## config.mk

```make
export PLATFORM = sky130hd
export DESIGN_NAME = instr_fetch_seq
export DESIGN_NICKNAME = d
export VERILOG_FILES = /design/src/rtl/instr_fetch_seq.sv
export SDC_FILE = /design/constraint.sdc
export NUM_CORES = 1
export LEC_CHECK = 0
export BUFFER_PORTS_ARGS = -buffer_cell sky130_fd_sc_hd__buf_4
export CAP_MARGIN = 20
export CORE_ASPECT_RATIO = 0.5
export CORE_MARGIN = 1.5
export CORE_UTILIZATION = 49
export DETAILED_ROUTE_END_ITERATION = 16
export HOLD_SLACK_MARGIN = 0.08
export PLACE_DENSITY = 0.84
export SLEW_MARGIN = 20
export SYNTH_ARGS = -nofsm -noshare
export SYNTH_HDL_FRONTEND = slang
export SYNTH_SLANG_ARGS = --single-unit
```

## constraint.sdc

```tcl
create_clock -name clk -period 2.1 [get_ports clk]
set_clock_uncertainty 0.1 [all_clocks]
set_input_delay 0.21 -clock clk [delete_from_list [all_inputs] [get_ports clk]]
set_output_delay 0.21 -clock clk [all_outputs]
set_load 0.1 [all_outputs]
```

## src/rtl/instr_fetch_seq.sv

```systemverilog
// instr_fetch_seq: PC owner that fetches 1/2-byte instructions byte by byte and hands them to decode.
// Define FETCH_AHEAD_EN to start the next fetch on the same edge that an instruction is accepted.
module instr_fetch_seq #(
    parameter int ADDR_W = 13,
    parameter logic [ADDR_W-1:0] RST_PC = '0
) (
    input  logic              clk,
    input  logic              rst,
    output logic [ADDR_W-1:0] mem_addr,
    input  logic [7:0]        mem_data,
    output logic [15:0]       instr,
    output logic              instr_two,
    output logic [ADDR_W-1:0] instr_pc,
    output logic              instr_valid,
    input  logic              instr_ready,
    input  logic              redirect_valid,
    input  logic [ADDR_W-1:0] redirect_pc
);
`ifdef FETCH_AHEAD_EN
    localparam logic AHEAD = 1'b1;
`else
    localparam logic AHEAD = 1'b0;
`endif
    typedef enum logic [1:0] {FETCH0, FETCH1, HOLD} state_t;
    state_t state, state_nx;
    logic [ADDR_W-1:0] pc;
    logic two, accept, load0;
    always_ff @(posedge clk) begin
        if (rst) begin
            state     <= FETCH0;
            pc        <= RST_PC;
            instr     <= '0;
            instr_two <= 1'b0;
            instr_pc  <= '0;
        end else begin
            state <= state_nx;
            if (redirect_valid) begin
                pc <= redirect_pc;
            end else if (load0) begin
                pc        <= pc + 1'b1;
                instr     <= {mem_data, 8'h00};
                instr_two <= two;
                instr_pc  <= pc;
            end else if (state == FETCH1) begin
                pc         <= pc + 1'b1;
                instr[7:0] <= mem_data;
            end
        end
    end
    // accept only occurs in HOLD; with fetch-ahead it doubles as a FETCH0 action
    always_comb begin
        two      = mem_data[7:6] == 2'b11;
        accept   = instr_valid && instr_ready;
        load0    = state == FETCH0 || (AHEAD && accept);
        state_nx = redirect_valid    ? FETCH0 :
                   load0             ? (two ? FETCH1 : HOLD) :
                   state == FETCH1   ? HOLD :
                   accept            ? FETCH0 : state;
    end
    always_comb begin
        mem_addr    = pc;
        instr_valid = state == HOLD;
    end
endmodule

```

==> results of run 1 <==
through the flow:
| stage | hold WS, ns | total power [uW] | std cells | worst slack, ns |
|---|---|---|---|---|
| floorplan | 0.246 | 1400 | 254 | 0.0279 |
| CTS | 0.0820 | 2330 | 375 | 0.300 |
| detailed placement | 0.349 | 1540 | 359 | 0.321 |
| global placement | 0.344 | 1530 | 359 | 0.379 |
| global route | 0.0852 | 2410 | 375 | 0.126 |
| finish | 0.0832 | 2330 | 375 | 0.283 |
how the worst max path moves through the flow:
stage / endpoint / cells past startpoint
after global placement: instr[10]$_SDFFE_PP0P_ / 3
final: instr_pc[3]$_SDFFE_PP0P_ / 3
after CTS: instr_pc[0]$_SDFFE_PP0P_ / 3
after global routing: instr_pc[7]$_SDFFE_PP0P_ / 3
after detailed placement: instr_pc[3]$_SDFFE_PP0P_ / 3
after floorplan: mem_addr[11]$_SDFFE_PP0P_ / 3
cells by family after synthesis:
| group | Yosys count | share of synthesized area |
|---|---|---|
| muxes | 1 | 0.00556 |
| and+or+nand+nor | 122 | 0.307 |
| AOI/OAI and AO/OA | 60 | 0.177 |
| adders and majority gates | 1 | 0.00618 |
| xor gates and xnor gates | 2 | 0.00865 |
| buffers and inverters | 23 | 0.0506 |
| DFF | 45 | 0.445 |
synthesized netlist by cell type, types with 2 or more instances:
cell / count / area share
sky130_fd_sc_hd__a31oi_1: 2 / 0.0062
sky130_fd_sc_hd__nor3_1: 5 / 0.012
sky130_fd_sc_hd__or4_1: 6 / 0.022
sky130_fd_sc_hd__dfxtp_1: 45 / 0.44
sky130_fd_sc_hd__nor4b_1: 3 / 0.013
sky130_fd_sc_hd__nand3b_1: 5 / 0.019
sky130_fd_sc_hd__and3_1: 2 / 0.0062
sky130_fd_sc_hd__nor2b_1: 3 / 0.0093
sky130_fd_sc_hd__clkbuf_1: 10 / 0.019
sky130_fd_sc_hd__or3_1: 5 / 0.015
sky130_fd_sc_hd__nor2_1: 8 / 0.015
sky130_fd_sc_hd__nand3_1: 9 / 0.022
sky130_fd_sc_hd__a311oi_1: 6 / 0.026
sky130_fd_sc_hd__o21ai_0: 5 / 0.012
sky130_fd_sc_hd__buf_2: 7 / 0.017
sky130_fd_sc_hd__buf_1: 2 / 0.0037
sky130_fd_sc_hd__nand2_1: 63 / 0.12
sky130_fd_sc_hd__o21a_1: 2 / 0.0074
sky130_fd_sc_hd__inv_1: 3 / 0.0056
sky130_fd_sc_hd__a21o_1: 2 / 0.0074
sky130_fd_sc_hd__a21oi_1: 35 / 0.086
sky130_fd_sc_hd__xnor2_1: 2 / 0.0086
sky130_fd_sc_hd__nand4_1: 3 / 0.0093
sky130_fd_sc_hd__o31ai_1: 2 / 0.0074
final cells by class:
type                            count  area share
Clock buffer                        5      0.0248
Clock inverter                      3      0.0248
Inverter                            3     0.00407
Multi-Input combinational cell    186       0.372
Sequential cell                    45       0.329
Tap cell                           54      0.0244
Timing Repair Buffer               79       0.221
metal layers:
layer  wire length [microns]  vias up  GRT usage  share of wire
li1                        -     1029          -              -
met1                    2290      988      0.302           0.43
met2                    2560       93      0.395           0.48
met3                     327       14     0.0535          0.062
met4                     112        0     0.0896          0.021
met5                       0        -          0              0
flip-flops by register name, indices dropped and copies added (netlist names):
name       count
mem_addr      13
instr         16
instr_two      1
state          2
instr_pc      13
critical path: stages (launching register included):
cell	delay, ns
sky130_fd_sc_hd__dfxtp_1	0.66
sky130_fd_sc_hd__or3_1	0.69
sky130_fd_sc_hd__nand2_1	0.13
sky130_fd_sc_hd__a21oi_1	0.16
cell usage in the layout, fill, tap and decap left out, types with 2 or more instances in the layout:
| cell type | count |
|---|---|
| sky130_fd_sc_hd__dfxtp_2 | 8 |
| sky130_fd_sc_hd__nor2b_1 | 2 |
| sky130_fd_sc_hd__a21o_1 | 2 |
| sky130_fd_sc_hd__inv_1 | 3 |
| sky130_fd_sc_hd__bufinv_16 | 2 |
| sky130_fd_sc_hd__a31oi_1 | 2 |
| sky130_fd_sc_hd__or4_1 | 6 |
| sky130_fd_sc_hd__a21oi_1 | 35 |
| sky130_fd_sc_hd__o31ai_1 | 2 |
| sky130_fd_sc_hd__or3_1 | 5 |
| sky130_fd_sc_hd__dfxtp_1 | 37 |
| sky130_fd_sc_hd__o21a_1 | 2 |
| sky130_fd_sc_hd__nand2_1 | 63 |
| sky130_fd_sc_hd__buf_4 | 71 |
| sky130_fd_sc_hd__and3_1 | 2 |
| sky130_fd_sc_hd__nand3b_1 | 5 |
| sky130_fd_sc_hd__a311oi_1 | 6 |
| sky130_fd_sc_hd__dlygate4sd3_1 | 8 |
| sky130_fd_sc_hd__o21ai_0 | 5 |
| sky130_fd_sc_hd__xnor2_1 | 2 |
| sky130_fd_sc_hd__nor2_1 | 8 |
| sky130_fd_sc_hd__nand3_1 | 9 |
| sky130_fd_sc_hd__nor3_1 | 4 |
| sky130_fd_sc_hd__nor4b_1 | 3 |
| sky130_fd_sc_hd__clkbuf_8 | 5 |
| sky130_fd_sc_hd__nand4_1 | 3 |
power breakdown:
part / internal (uW) / switching, uW / total, uW
Clock: 479 / 311 / 790
Combinational: 147 / 435 / 582
Sequential: 899 / 57.1 / 956
==> metrics, run 1 <==
Clock Sinks 45; total of max-cap violations 0; detailed-router iteration count before antenna repair 5; vias after detailed routing 2,124; main flop type after synthesis sky130_fd_sc_hd__dfxtp_1; antenna violations before repair 0; vertical die dimension 48.5 microns; final worst path period need 1.82 ns; detailed-route DRC error count 0; clock latency on the worst-skew pair 0.30 ns; total overflow reported by the global router 0; global-route wire length before repair 8480 microns; Avg WL per Cell 14.1 microns; final total negative setup slack 0 ns; leakage component of the power 0.00113 uW; WL final 5280 microns; via count of the first global-routing pass 1,838; Hold Violations, Final 0; library cell used as clock root buffer sky130_fd_sc_hd__clkbuf_8; final critical-path share of the clock period 0.865; clock slew at reported path FFs 0.08 ns; EDFF count, synth 0; I/O pin count 69; share of the core filled with cells 0.706; power density relative to cell area 840 mW/mm^2; count of filler cells inserted in the layout 319; critical path startpoint state[1]$_SDFFE_PP0P_; Core Area 0.00392 sq mm; pin slew with the least headroom to its limit 0.748 ns; fraction of final layout cells with drive strength greater than 1 0.296; async set or reset register ratio after synthesis 0; number of CTS-inserted buffers 5; clock tree buffer depth 2; IR drop worst, VDD 0.448 mV; achievable frequency 550 MHz; hold path depth 3; terminus of the critical flop-to-flop path instr_pc[3]$_SDFFE_PP0P_; logic depth of the worst register-to-register path 3; synthesized instance count 254; Initial Utilization 0.516; worst min-delay path category in2reg; total die area 0.00455 sq mm; CP Class reg2reg; design area 0.00277 sq mm; signal arrival time at the worst endpoint 1.95 ns; routability-driven placement congestion ratio 0.833; Antenna Violating Nets Remaining 0; clock tree from TritonCTS done; Detail Placement HPWL 3440 microns; end point of the most critical hold path mem_addr[2]$_SDFFE_PP0P_; result of the run finished clean; post-synthesis net count 280; Hold Crit Start redirect_pc[2]; register-to-register path setup slack 0.28 ns; reg-to-reg critical path startpoint state[1]$_SDFFE_PP0P_; Gates resized, CTS repair 0; Seq/Total Area, Yosys 0.445; Placement Rows 16; area overhead of the layout relative to synthesis 36.8%; highest net fanout along the worst path 22; synthesized area per cell 7.98 sq um; type of destination of the critical path flip-flop; Antenna diodes 0; per-cell via count in the routed design 5.66; Slew headroom 0.501; Required @ worst endpoint 2.23 ns; max-slew violation count 0; number of synthesis warnings 0; number of nets in the layout 346; IO buf count 68; CP startpoint kind flip-flop; area of placed instances 0.00255 sq mm; number of post-CTS setup repair buffers 0; #FFs+latches synth 45; endpoints failing setup 0; summed instance area of the synthesized netlist 0.00203 sq mm; area of the multi-input gates 0.00103 sq mm; sequential cell area 911 sq um; maximum number of pins on one net before global-route repair 55; count of different cell masters after synthesis 43; Die Wd 93.9 microns; unrepaired setup endpoints after global routing no; all-layer global routing usage 0.237; Iter 0 DRT Violations 109; number of buffers inserted by hold repair at cts 8; H-tree levels 2
Power figures use the tool's default switching activity.
==> run 2, diff against run 1 <==
--- a/config.mk
+++ b/config.mk
@@ -6,10 +6,12 @@
 export NUM_CORES = 1
 export LEC_CHECK = 0
 export BUFFER_PORTS_ARGS = -buffer_cell sky130_fd_sc_hd__buf_4
-export CAP_MARGIN = 20
+export CAP_MARGIN = 10
+export CELL_PAD_IN_SITES_DETAIL_PLACEMENT = 1
+export CELL_PAD_IN_SITES_GLOBAL_PLACEMENT = 1
 export CORE_ASPECT_RATIO = 0.5
 export CORE_MARGIN = 1.5
-export CORE_UTILIZATION = 49
+export CORE_UTILIZATION = 35
 export DETAILED_ROUTE_END_ITERATION = 16
 export HOLD_SLACK_MARGIN = 0.08
 export PLACE_DENSITY = 0.84
==> run 2 against run 1 <==
Utilization shrank 20 points. Sequential share of layout area is 0.40 points lower. Combinational power increased by 0.7%. Hold slack better by 0.0088 ns. Worst setup slack lost 0.12 ns.
==> metrics, run 2 (synthesized netlist as in run 1, its figures left out) <==
number of post-CTS setup repair buffers 0 (unchanged); vertical die dimension 56.8 microns (was 48.5 microns); end point of the most critical hold path instr[10]$_SDFFE_PP0P_ (was mem_addr[2]$_SDFFE_PP0P_); Clock Sinks 45 (unchanged); per-cell via count in the routed design 5.31 (was 5.66); total die area 0.00628 sq mm (was 0.00455 sq mm); leakage component of the power 0.00113 uW (about the same); unrepaired setup endpoints after global routing no (unchanged); all-layer global routing usage 0.199 (was 0.237); routability-driven placement congestion ratio 0.756 (was 0.833); area overhead of the layout relative to synthesis 38.4% (was 36.8%); sequential cell area 911 sq um (unchanged); Required @ worst endpoint 1.79 ns (was 2.23 ns); CP Class reg2out (was reg2reg); Detail Placement HPWL 4150 microns (was 3440 microns); placed cell count 379 (was 359); Slew headroom 0.475 (was 0.501); achievable frequency 517 MHz (was 550 MHz); commonest cells after routing, fill and taps aside 72 x sky130_fd_sc_hd__buf_4, 63 x sky130_fd_sc_hd__nand2_1, 37 x sky130_fd_sc_hd__dfxtp_1 (was 71 x sky130_fd_sc_hd__buf_4, 63 x sky130_fd_sc_hd__nand2_1, 37 x sky130_fd_sc_hd__dfxtp_1); endpoints failing setup 0 (unchanged); Die Wd 111 microns (was 93.9 microns); power density relative to cell area 833 mW/mm^2 (was 840 mW/mm^2); signal arrival time at the worst endpoint 1.62 ns (was 1.95 ns); total of max-cap violations 0 (unchanged); IO buf count 68 (unchanged); pin slew with the least headroom to its limit 0.787 ns (was 0.748 ns); Antenna diodes 0 (unchanged); Avg WL per Cell 15.5 microns (was 14.1 microns); antenna violations before repair 0 (unchanged); worst min-delay path category in2reg (unchanged); cell with the most instances on the worst path sky130_fd_sc_hd__buf_4; Iter 0 DRT Violations 71 (was 109); number of CTS-inserted buffers 5 (unchanged); Hold Crit Start mem_data[2] (was redirect_pc[2]); terminus of the critical flop-to-flop path instr_pc[3]$_SDFFE_PP0P_ (unchanged); fraction of final layout cells with drive strength greater than 1 0.299 (was 0.296); detailed-router iteration count before antenna repair 4 (was 5); register-to-register path setup slack 0.23 ns (was 0.28 ns); Core Area 0.00554 sq mm (was 0.00392 sq mm); clock latency on the worst-skew pair 0.28 ns (was 0.30 ns); library cell used as clock root buffer sky130_fd_sc_hd__clkbuf_16 (was sky130_fd_sc_hd__clkbuf_8); IR drop worst, VDD 0.384 mV (was 0.448 mV); area of the multi-input gates 0.00103 sq mm (unchanged); critical-path cell list buf_4 > nor2b_2 > buf_4 (was or3_1 > nand2_1 > a21oi_1); register containing the most flip-flops in the final layout instr (unchanged); Crit-path slowest cell sky130_fd_sc_hd__dfxtp_1 (was sky130_fd_sc_hd__or3_1); Final Non-Filler Cells 394 (was 375); via count of the first global-routing pass 2,056 (was 1,838); number of nets in the layout 346 (unchanged); clock slew at reported path FFs 0.07 ns (was 0.08 ns); maximum number of pins on one net before global-route repair 55 (unchanged); detailed-route DRC error count 0 (unchanged); Placement Rows 19 (was 16); max reg flops 16 (unchanged); I/O pin count 69 (unchanged); Hold Violations, Final 0 (unchanged); Gates resized, CTS repair 0 (unchanged); total overflow reported by the global router 0 (unchanged); WL final 6100 microns (was 5280 microns); clock tree from TritonCTS done (unchanged); clock tree buffer depth 2 (unchanged); Antenna Violating Nets Remaining 0 (unchanged); max-slew violation count 0 (unchanged); result of the run finished clean (unchanged); count of filler cells inserted in the layout 663 (was 319); reg-to-reg critical path startpoint state[1]$_SDFFE_PP0P_ (unchanged); highest net fanout along the worst path 18 (was 22); H-tree levels 2 (unchanged); CP startpoint kind flip-flop (unchanged); Fin Hold WS 0.0920 ns (was 0.0832 ns); most frequent standard cell in the layout excluding fill and tap cells sky130_fd_sc_hd__buf_4 (unchanged); peak per-stage delay on the critical path 0.66 ns (was 0.69 ns); final worst path period need 1.93 ns (was 1.82 ns); final total negative setup slack 0 ns (unchanged); logic depth of the worst register-to-register path 3 (unchanged); Initial Utilization 0.366 (was 0.516); global-route wire length before repair 10,100 microns (was 8480 microns); final critical-path share of the clock period 0.921 (was 0.865); vias after detailed routing 2,092 (was 2,124); hold path depth 3 (unchanged); type of destination of the critical path output port (was flip-flop)
==> run 2: area by class of cell <==
cell class                      instances  area share
Sequential cell                        45       0.325
Multi-Input combinational cell        186       0.367
Timing Repair Buffer                   79       0.218
Clock inverter                          3     0.00892
Inverter                                3     0.00402
Tap cell                               73      0.0326
Clock buffer                            5      0.0446
==> run 2: worst max-delay path: cells and delay by family, from the launching register on <==
kind                   cells  cell delay, ns
buffers and inverters      2            0.53
flip-flops                 1            0.66
AND/OR/NAND/NOR            1            0.15
==> run 2: worst max path at each step <==
| stage | slack (ns) | end | depth (start not counted) | startpoint |
|---|---|---|---|---|
| floorplan | 0.03 | mem_addr[11]$_SDFFE_PP0P_ | 3 | mem_addr[8]$_SDFFE_PP0P_ |
| global placement | 0.35 | instr_pc[8]$_SDFFE_PP0P_ | 3 | state[1]$_SDFFE_PP0P_ |
| detailed placement | 0.23 | instr_pc[3]$_SDFFE_PP0P_ | 3 | state[1]$_SDFFE_PP0P_ |
| CTS | 0.18 | instr_valid | 3 | state[1]$_SDFFE_PP0P_ |
| global route | 0.07 | instr_pc[3]$_SDFFE_PP0P_ | 3 | state[1]$_SDFFE_PP0P_ |
| finish | 0.17 | instr_valid | 3 | state[1]$_SDFFE_PP0P_ |
==> run 2: metal layers <==
metal | routed length, microns | part of all wire | vias to the layer above | GRT usage
met2 | 3050 | 0.50 | 45 | 0.356
met5 | 0 | 0 | - | 0
met1 | 2730 | 0.45 | 1012 | 0.251
li1 | - | - | 1030 | -
met3 | 278 | 0.046 | 5 | 0.0410
met4 | 40 | 0.0066 | 0 | 0.0440
==> run 2: through the flow <==
step	total power, uW	utilization	setup WS [ns]	instance area, sq um
after global placement	1540	0.466	0.348	2580
final	2330	0.506	0.166	2800
after floorplan	1400	-	0.0279	2040
after detailed placement	1550	0.466	0.231	2580
after global routing	2430	0.506	0.0653	2800
after CTS	2360	0.506	0.176	2800
==> run 2: where the power goes <==
part | leakage (uW) | total, uW | switching [uW] | internal, uW
Clock | 0.0000708 | 790 | 341 | 449
Sequential | 0.000371 | 959 | 58.8 | 900
Combinational | 0.000693 | 586 | 439 | 147
==> run 2: repair_timing <==
action	CTS	global route
hold buffers	7	0
hold endpoints to repair	7	0
setup endpoints to repair	0	0
==> run 3, diff against run 2 <==
--- a/config.mk
+++ b/config.mk
@@ -5,16 +5,17 @@
 export SDC_FILE = /design/constraint.sdc
 export NUM_CORES = 1
 export LEC_CHECK = 0
+export ABC_AREA = 1
 export BUFFER_PORTS_ARGS = -buffer_cell sky130_fd_sc_hd__buf_4
 export CAP_MARGIN = 10
 export CELL_PAD_IN_SITES_DETAIL_PLACEMENT = 1
 export CELL_PAD_IN_SITES_GLOBAL_PLACEMENT = 1
 export CORE_ASPECT_RATIO = 0.5
 export CORE_MARGIN = 1.5
-export CORE_UTILIZATION = 35
+export CORE_UTILIZATION = 34
 export DETAILED_ROUTE_END_ITERATION = 16
 export HOLD_SLACK_MARGIN = 0.08
-export PLACE_DENSITY = 0.84
+export PLACE_DENSITY = 0.85
 export SLEW_MARGIN = 20
 export SYNTH_ARGS = -nofsm -noshare
 export SYNTH_HDL_FRONTEND = slang
==> run 3 against run 2 <==
Via count shrank 0.43%. Die area is 0.72% lower. Non-clock buffer count is 3 lower. Critical path depth is 1 lower. Flip-flop and latch count unchanged. Final cell count increased by 5.6%. First-iteration DRC count decreased by 4.2%. Utilization down 1.0 points. Clock power up 18%. Maximum frequency rose by 15%. Combinational power up 26%. Register-to-register slack improved by 0.30 ns.
==> metrics, run 3 <==
peak per-stage delay on the critical path 0.72 ns (was 0.66 ns); detailed-router iteration count before antenna repair 4 (unchanged); most repeated cell in the gate-level netlist after synthesis sky130_fd_sc_hd__nand2_1 (unchanged); Antenna diodes 0 (unchanged); CP Class reg2out (unchanged); EDFF count, synth 0 (unchanged); per-cell via count in the routed design 5.01 (was 5.31); Antenna Violating Nets Remaining 0 (unchanged); IO buf count 68 (unchanged); number of buffers inserted by hold repair at cts 6 (was 7); achievable frequency 597 MHz (was 517 MHz); via count of the first global-routing pass 2,089 (was 2,056); leakage component of the power 0.00123 uW (was 0.00113 uW); final critical-path share of the clock period 0.798 (was 0.921); final worst path period need 1.68 ns (was 1.93 ns); Hold Violations, Final 0 (unchanged); Detail Placement HPWL 4390 microns (was 4150 microns); vias after detailed routing 2,083 (was 2,092); antenna violations before repair 0 (unchanged); IR drop worst, VDD 0.441 mV (was 0.384 mV); worst min-delay path category in2reg (unchanged); number of synthesis warnings 0 (unchanged); Hold Crit Start mem_data[0] (was mem_data[2]); clock tree from TritonCTS done (unchanged); critical-path cell list nor2_2 > buf_4 (was buf_4 > nor2b_2 > buf_4); max-slew violation count 0 (unchanged); #FFs+latches synth 45 (unchanged); terminus of the critical flop-to-flop path instr_pc[2]$_SDFFE_PP0P_ (was instr_pc[3]$_SDFFE_PP0P_); Iter 0 DRT Violations 68 (was 71); Slew headroom 0.588 (was 0.475); signal arrival time at the worst endpoint 1.37 ns (was 1.62 ns); Seq/Total Area, Yosys 0.461 (was 0.445); max reg flops 16 (unchanged); Die Wd 110 microns (was 111 microns); Crit-path slowest cell sky130_fd_sc_hd__dfxtp_1 (unchanged); total overflow reported by the global router 0 (unchanged); buffers plus inverters on the worst setup path 1 (was 2); number of CTS-inserted buffers 5 (unchanged); Initial Utilization 0.354 (was 0.366); reg-to-reg critical path startpoint state[0]$_SDFFE_PP0P_ (was state[1]$_SDFFE_PP0P_); largest cells by area after synthesis sky130_fd_sc_hd__dfxtp_1 46%, sky130_fd_sc_hd__nand2_1 11%, sky130_fd_sc_hd__o21ai_0 7.7%, sky130_fd_sc_hd__nor2_1 7.3%, sky130_fd_sc_hd__a21oi_1 6.4% (was sky130_fd_sc_hd__dfxtp_1 44%, sky130_fd_sc_hd__nand2_1 12%, sky130_fd_sc_hd__a21oi_1 8.6%, sky130_fd_sc_hd__a311oi_1 2.6%, sky130_fd_sc_hd__nand3_1 2.2%); CP startpoint kind flip-flop (unchanged); maximum number of pins on one net before global-route repair 34 (was 55); unrepaired setup endpoints after global routing no (unchanged); library cell used as clock root buffer sky130_fd_sc_hd__clkbuf_16 (unchanged); logic depth of the worst register-to-register path 4 (was 3); Avg WL per Cell 15.0 microns (was 15.5 microns); Gates resized, CTS repair 0 (unchanged); all-layer global routing usage 0.210 (was 0.199); end point of the most critical hold path instr[8]$_SDFFE_PP0P_ (was instr[10]$_SDFFE_PP0P_); endpoints failing setup 0 (unchanged); area overhead of the layout relative to synthesis 40.0% (was 38.4%); Core Area 0.00552 sq mm (was 0.00554 sq mm); register-to-register path setup slack 0.53 ns (was 0.23 ns); largest area contributor in the synthesized netlist sky130_fd_sc_hd__dfxtp_1 (unchanged); main flop type after synthesis sky130_fd_sc_hd__dfxtp_1 (unchanged); share of the core filled with cells 0.496 (was 0.506); most frequent standard cell in the layout excluding fill and tap cells sky130_fd_sc_hd__buf_4 (unchanged); Required @ worst endpoint 1.79 ns (about the same); summed instance area of the synthesized netlist 0.00195 sq mm (was 0.00203 sq mm); final total negative setup slack 0 ns (unchanged); WL final 6250 microns (was 6100 microns); count of different cell masters after synthesis 23 (was 43); clock latency on the worst-skew pair 0.29 ns (was 0.28 ns); count of filler cells inserted in the layout 711 (was 663); total die area 0.00624 sq mm (was 0.00628 sq mm); commonest cells after routing, fill and taps aside 70 x sky130_fd_sc_hd__buf_4, 55 x sky130_fd_sc_hd__nand2_1, 43 x sky130_fd_sc_hd__dfxtp_1 (was 72 x sky130_fd_sc_hd__buf_4, 63 x sky130_fd_sc_hd__nand2_1, 37 x sky130_fd_sc_hd__dfxtp_1); number of post-CTS setup repair buffers 0 (unchanged); I/O pin count 69 (unchanged); clock tree buffer depth 2 (unchanged); detailed-route DRC error count 0 (unchanged); routability-driven placement congestion ratio 0.812 (was 0.756); pin slew with the least headroom to its limit 0.617 ns (was 0.787 ns); post-synthesis net count 298 (was 280); total of max-cap violations 0 (unchanged); fraction of final layout cells with drive strength greater than 1 0.251 (was 0.299); number of nets in the layout 368 (was 346); top-area cell type share of the netlist area 0.461 (was 0.445); H-tree levels 2 (unchanged); Post-synth top cells 55 x sky130_fd_sc_hd__nand2_1, 45 x sky130_fd_sc_hd__dfxtp_1, 38 x sky130_fd_sc_hd__nor2_1 (was 63 x sky130_fd_sc_hd__nand2_1, 45 x sky130_fd_sc_hd__dfxtp_1, 35 x sky130_fd_sc_hd__a21oi_1); type of destination of the critical path output port (unchanged); async set or reset register ratio after synthesis 0 (unchanged); register containing the most flip-flops in the final layout instr (unchanged); vertical die dimension 56.6 microns (was 56.8 microns); synthesized instance count 272 (was 254); result of the run finished clean (unchanged); hold path depth 3 (unchanged); Clock Sinks 45 (unchanged); clock slew at reported path FFs 0.07 ns (about the same); power density relative to cell area 966 mW/mm^2 (was 833 mW/mm^2); critical path's top delay family flip-flops (unchanged); highest net fanout along the worst path 12 (was 18); global-route wire length before repair 10,000 microns (was 10,100 microns); Placement Rows 19 (unchanged); synthesized area per cell 7.18 sq um (was 7.98 sq um)
==> run 3: cell count changes in the layout (fill, tap and decap cells not counted), moves of 5 or more <==
cell,change
sky130_fd_sc_hd__or3_1,-5
sky130_fd_sc_hd__dfxtp_2,-6
sky130_fd_sc_hd__o21ai_0,+25
sky130_fd_sc_hd__nand3_1,+7
sky130_fd_sc_hd__o21ai_1,+9
sky130_fd_sc_hd__a311oi_1,-6
sky130_fd_sc_hd__or4_1,-6
sky130_fd_sc_hd__dfxtp_1,+6
sky130_fd_sc_hd__inv_1,+19
sky130_fd_sc_hd__nor2_1,+29
sky130_fd_sc_hd__a21oi_1,-10
sky130_fd_sc_hd__nand2_1,-8
==> run 3: area by class of cell <==
cell class                      instances  area [sq um]  share of cell area
Multi-Input combinational cell        190           890               0.325
Tap cell                               73          91.3              0.0334
Inverter                               24          90.1              0.0329
Timing Repair Buffer                   76           586               0.214
Clock buffer                            5           125              0.0457
Clock inverter                          3          50.0              0.0183
Sequential cell                        45           903               0.330
==> run 3: per-stage QoR <==
stage	setup WS [ns]	power [uW]	cells	instance area, sq um	hold slack [ns]
floorplan	0.107	1540	272	1960	0.179
global placement	0.649	1700	402	2500	0.348
detailed placement	0.534	1710	402	2500	0.357
CTS	0.427	2660	416	2740	0.0884
global route	0.348	2740	416	2740	0.102
finish	0.424	2640	416	2740	0.0929
==> run 3: tightest hold or removal path, delay by kind of cell <==
family / cells / cell delay, ns
buf+inv: 1 / 0.09
simple gates: 2 / 0.14
==> run 3: worst max-delay path by stage <==
stage	from	to	slack, ns	cells after the start
floorplan	mem_addr[2]$_SDFFE_PP0P_	mem_addr[8]$_SDFFE_PP0P_	0.11	5
CTS	state[0]$_SDFFE_PP0P_	instr_valid	0.43	2
detailed placement	redirect_valid	instr_pc[2]$_SDFFE_PP0P_	0.53	7
global placement	redirect_valid	mem_addr[6]$_SDFFE_PP0P_	0.65	7
global route	state[0]$_SDFFE_PP0P_	instr_valid	0.35	2
finish	state[0]$_SDFFE_PP0P_	instr_valid	0.42	2
==> run 3: cell families after synthesis <==
logic type / after synthesis / synth area share
AND/OR/NAND/NOR: 117 / 0.256
AO/OA/AOI/OAI: 71 / 0.188
flip-flops: 45 / 0.461
buffers and inverters: 37 / 0.0846
XOR/XNOR: 1 / 0.00449
adder cells (fa/ha/maj): 1 / 0.00641
==> run 3: metal layers <==
| layer | track usage | vias up | part of all wire |
|---|---|---|---|
| met5 | 0 | - | 0 |
| met4 | 0.0495 | 0 | 0.0069 |
| met3 | 0.0488 | 5 | 0.049 |
| met2 | 0.358 | 43 | 0.49 |
| met1 | 0.268 | 998 | 0.45 |
| li1 | - | 1037 | - |
==> run 3: report_power, final <==
part	internal, uW	total (uW)	switching (uW)
clock network	572	934	362
registers	914	968	53.9
logic	161	739	578
total	1650	2640	994
